===== config.mk =====
export PLATFORM = sky130hd
export DESIGN_NAME = spi_xfer_ctrl
export DESIGN_NICKNAME = d
export VERILOG_FILES = /design/src/rtl/spi_xfer_ctrl.sv
export SDC_FILE = /design/constraint.sdc
export NUM_CORES = 1
export LEC_CHECK = 0
export CAP_MARGIN = 20
export CORE_ASPECT_RATIO = 1.1
export CORE_UTILIZATION = 55
export CTS_CLUSTER_DIAMETER = 30
export DETAILED_ROUTE_END_ITERATION = 12
export DONT_BUFFER_PORTS = 1
export GPL_ROUTABILITY_DRIVEN = 1
export GPL_TIMING_DRIVEN = 1
export PLACE_DENSITY = 0.68
export SLEW_MARGIN = 10
export SYNTH_ARGS = -nofsm -noshare
export SYNTH_HDL_FRONTEND = slang
export SYNTH_SLANG_ARGS = --single-unit

===== constraint.sdc =====
create_clock -name clk -period 2.4 [get_ports clk]
set_clock_uncertainty 0.15 [all_clocks]
set_input_delay 0.48 -clock clk [delete_from_list [all_inputs] [get_ports clk]]
set_output_delay 0.48 -clock clk [all_outputs]
set_load 0.02 [all_outputs]

===== src/rtl/spi_xfer_ctrl.sv =====
// Sequencing FSM for the SPI memory datapath: counts address/data bits on the
// conditioned SCLK edge pulses and strobes shift-register load, address latch and memory write.
module spi_xfer_ctrl #(
    parameter int WIDTH       = 8,
    parameter int MEM_LATENCY = 1
) (
    input  logic clk,
    input  logic rst_n,
    input  logic cs_n,
    input  logic sclk_rise,
    input  logic sclk_fall,
    input  logic rw_bit,
    output logic sr_load,
    output logic addr_we,
    output logic dm_we,
    output logic miso_en,
    output logic busy
);

    localparam int CW = $clog2(WIDTH + 1);
    localparam logic [CW-1:0] LAST_BIT  = CW'(WIDTH - 1);
    localparam logic [3:0]    LAST_WAIT = 4'(MEM_LATENCY - 1);

    typedef enum logic [3:0] {
        IDLE,
        ADDR_SHIFT,
        ADDR_SETTLE,
        ADDR_LATCH,
        READ_WAIT,
        READ_LOAD,
        READ_SHIFT,
        WRITE_SHIFT,
        WRITE_SETTLE,
        WRITE_STORE,
        DONE
    } state_t;

    state_t        state, state_nxt;
    logic [CW-1:0] bit_cnt;
    logic [3:0]    wait_cnt;
    logic          bit_edge;
    logic          last_bit;

    // Only the edge that belongs to the current counting state is seen.
    always_comb begin
        bit_edge = 1'b0;
        case (state)
            ADDR_SHIFT, WRITE_SHIFT: bit_edge = sclk_rise;
            READ_SHIFT:              bit_edge = sclk_fall;
            default:                 bit_edge = 1'b0;
        endcase
        last_bit = bit_edge && (bit_cnt == LAST_BIT);
    end

    always_comb begin
        state_nxt = state;
        if (state != IDLE && cs_n) begin
            state_nxt = IDLE;
        end else begin
            case (state)
                IDLE:         if (!cs_n) state_nxt = ADDR_SHIFT;
                ADDR_SHIFT:   if (last_bit) state_nxt = ADDR_SETTLE;
                ADDR_SETTLE:  state_nxt = ADDR_LATCH;
                ADDR_LATCH:   state_nxt = rw_bit ? READ_WAIT : WRITE_SHIFT;
                READ_WAIT:    if (wait_cnt == LAST_WAIT) state_nxt = READ_LOAD;
                READ_LOAD:    state_nxt = READ_SHIFT;
                READ_SHIFT:   if (last_bit) state_nxt = DONE;
                WRITE_SHIFT:  if (last_bit) state_nxt = WRITE_SETTLE;
                WRITE_SETTLE: state_nxt = WRITE_STORE;
                WRITE_STORE:  state_nxt = DONE;
                DONE:         state_nxt = DONE;
                default:      state_nxt = IDLE;
            endcase
        end
    end

    always_ff @(posedge clk or negedge rst_n) begin
        if (!rst_n) begin
            state <= IDLE;
        end else begin
            state <= state_nxt;
        end
    end

    // Both counters restart on any state change, so every counting state starts from 0.
    always_ff @(posedge clk or negedge rst_n) begin
        if (!rst_n) begin
            bit_cnt  <= '0;
            wait_cnt <= '0;
        end else if (state_nxt != state) begin
            bit_cnt  <= '0;
            wait_cnt <= '0;
        end else begin
            if (bit_edge)           bit_cnt  <= bit_cnt + CW'(1);
            if (state == READ_WAIT) wait_cnt <= wait_cnt + 4'd1;
        end
    end

    assign addr_we = (state == ADDR_LATCH);
    assign sr_load = (state == READ_LOAD);
    assign miso_en = (state == READ_SHIFT);
    assign dm_we   = (state == WRITE_STORE);
    assign busy    = (state != IDLE);

endmodule


==> impl_metrics.json <==
{
  "setup_viol": 0,
  "max_slew_margin_pct": 56.9,
  "hpwl_mm": 1.40,
  "fmax_mhz": 456,
  "drt_iter0_drc": 24,
  "period_share_pct": 91.4,
  "rows": 15,
  "required_ps": 1770,
  "holdPathEnd": "state[2]$_DFF_PN0_",
  "area_delta_synth_final_pct": -1.63,
  "initial_core_util_pct": 61.0,
  "instances_no_fill": 130,
  "critPathSlowestCell": "dfrtp_1",
  "synthesis.instances": 116,
  "grt_max_degree": 24,
  "netlist_area_sq_um": 996,
  "viasPerCell": 6.30,
  "nets": 124,
  "ys_types": 37,
  "reg2reg_to": "wait_cnt[1]$_DFFE_PN0P_",
  "drt_pre_antenna_iters": 5,
  "min_path_type": "in2reg",
  "final_antenna_net_count": 0,
  "fin_tns_setup_ps": 0,
  "cp-end-kind": "primary output",
  "fp.dieW_um": 42.6,
  "yosys_register_bits": 12,
  "worst-path-buf-inv": 0,
  "design_area_sq_um": 980,
  "vdd_drop_max_uv": 387,
  "drv_slew": 0,
  "antenna_cells": 0,
  "cts.htree.levels": 1,
  "hold_start": "cs_n",
  "ys_async_sr_fraction_pct": 100,
  "hold_depth": 1,
  "num_vias": 819,
  "cts_tree": "yes",
  "slowest_delay_ps": 760,
  "wl_mm": 1.85,
  "ys_warn_count": 0,
  "period_minus_slack_ps": 2190,
  "status": "complete, no violations",
  "dieArea_sq_um": 1990,
  "p_per_area_nw_per_um2": 594,
  "dp_cells": 126,
  "clock_path_buffers": 2,
  "dp_slack_ps": 344,
  "synth_edf_count": 0,
  "hold_violations": 0,
  "post_cts_buffers": 0,
  "critPathLaunchType": "flop",
  "syn_area_per_cell_sq_um": 8.59,
  "io_buffer_count": 0,
  "ys_seq_area_share_pct": 30.2,
  "antenna_found_initial": 0,
  "chipHeight_um": 46.6,
  "maxCapViolations": 0,
  "clockRootBuffer": "clkbuf_4",
  "grt_pass1_wl_mm": 2.89,
  "wl_per_cell_um": 14.2,
  "syn-num-nets": 125,
  "fin_ws_ps": 207,
  "post-route-util_pct": 60.0,
  "path_max_fanout": 23,
  "path_cells": "nand3b_1 -> nor2_1",
  "grt-ovfl-total": 0,
  "numClockSinks": 12,
  "place_area_sq_um": 946,
  "clk_latency_ps": 260,
  "rsz0062_at_grt": "false",
  "drc": 0,
  "p_leak_uw": 0.000439,
  "synth_ff_type": "dfrtp_1",
  "grt_pass1_vias": 692,
  "ios": 11,
  "numCtsBuffers": 3,
  "grt.total_usage_pct": 20.4,
  "cp_top_family": "flip-flops",
  "coreArea_sq_um": 1630,
  "final_layout_size_suffix_gt1_share_pct": 11.5,
  "globalplace.congestion": 0.795,
  "worstPathArrival_ps": 1560,
  "worstMarginPinSlew_ps": 646,
  "crit_type": "reg2out",
  "rr_startpoint": "state[2]$_DFF_PN0_",
  "rr_worst_depth": 5,
  "r2r_slack_ps": 340,
  "clkTransAtPathRegs_ps": 60
}
-- how the worst max path moves through the flow --
stage                        from                       to  slack, ps  depth (start not counted)
5_1_grt        state[0]$_DFF_PN0_                    dm_we         80                          3
3_5_place_dp   state[2]$_DFF_PN0_  wait_cnt[1]$_DFFE_PN0P_        340                          5
3_3_place_gp   state[3]$_DFF_PN0_                    dm_we        400                          3
2_1_floorplan  state[0]$_DFF_PN0_                    dm_we        420                          3
4_1_cts        state[3]$_DFF_PN0_                    dm_we         90                          3
6_report       state[2]$_DFF_PN0_                  miso_en        210                          2
-- cell usage after synthesis (2+ instances only) --
cell type,n,area share (%)
nand3_1,4,2.0
nand4_1,2,1.3
o22a_1,2,1.8
dfrtp_1,12,30
mux2i_1,2,2.0
nor2_1,19,7.2
nor4_1,3,1.9
o22ai_1,2,1.3
nand2b_1,2,1.3
inv_1,6,2.3
nand2_1,6,2.3
nand3b_1,4,3.0
buf_6,7,7.9
a21oi_1,10,5.0
o21ai_0,2,1.0
clkbuf_1,2,0.75
ha_1,3,3.8
and3_1,2,1.3
xnor2_1,2,1.8
a211oi_1,2,1.5
nor3_1,2,1.0
xor2_1,5,4.4
-- through the flow --
step	power (uW)	hold slack, ps
floorplan	450	34.4
global placement	470	34.8
detailed placement	468	34.7
CTS	587	132
global route	627	111
finish	582	135
-- kinds of logic (layout without fill, tap and decap cells) --
kind of cell	Yosys count	in the layout	share of synthesized area, %
adders and majority gates	3	3	3.77
xor gates and xnor gates	7	7	6.16
AOI/OAI and AO/OA	24	24	17.2
muxes	2	2	2.01
buffers and inverters	16	13	11.3
DFF	12	12	30.2
and+or+nand+nor	52	52	29.4
-- area by class of cell --
cell class | instances | area [sq um]
clock buffer | 3 | 22.5
fill | 151 | 653
inverter | 7 | 26.3
multi-input combinational | 88 | 583
sequential | 12 | 302
tap | 17 | 21.3
timing repair buffer | 3 | 25.0
-- flip-flops by register name (all words and copies together), names as in the netlist --
name      count
wait_cnt      4
state         4
bit_cnt       4
-- worst reg2reg max path: cells and delay by family (launching register included) --
kind | cells | cell delay [ps]
AO/OA/AOI/OAI | 2 | 610
multiplexers | 1 | 70
AND/OR/NAND/NOR | 2 | 400
flip-flops | 1 | 760
-- metal layers --
layer  GRT usage (%)  vias to the layer above  share of wire (%)
met1            22.5                      391                 43
li1                -                      408                  -
met5               0                        -                  0
met3            4.31                        4                2.7
met4            11.9                        0                1.5
met2            36.9                       16                 53
-- layout by cell type (no fill, tap or decap), types with 4 or more instances in the layout --
master,netlist,layout
a21oi_1,10,10
dfrtp_1,12,11
inv_1,6,6
nand2_1,6,6
nand3_1,4,4
nand3b_1,4,4
nor2_1,19,19
xor2_1,5,5
-- power breakdown --
part / total, uW / internal [uW] / switching (uW)
registers: 267 / 222 / 45.0
logic: 201 / 88.7 / 112
clock network: 114 / 57.9 / 55.8
-- repair_timing --
item	in CTS	in global routing
hold buffers	1	0
hold endpoints to repair	12	0
setup endpoints to repair	0	1
resized for setup	0	1
Power figures use the tool's default switching activity.
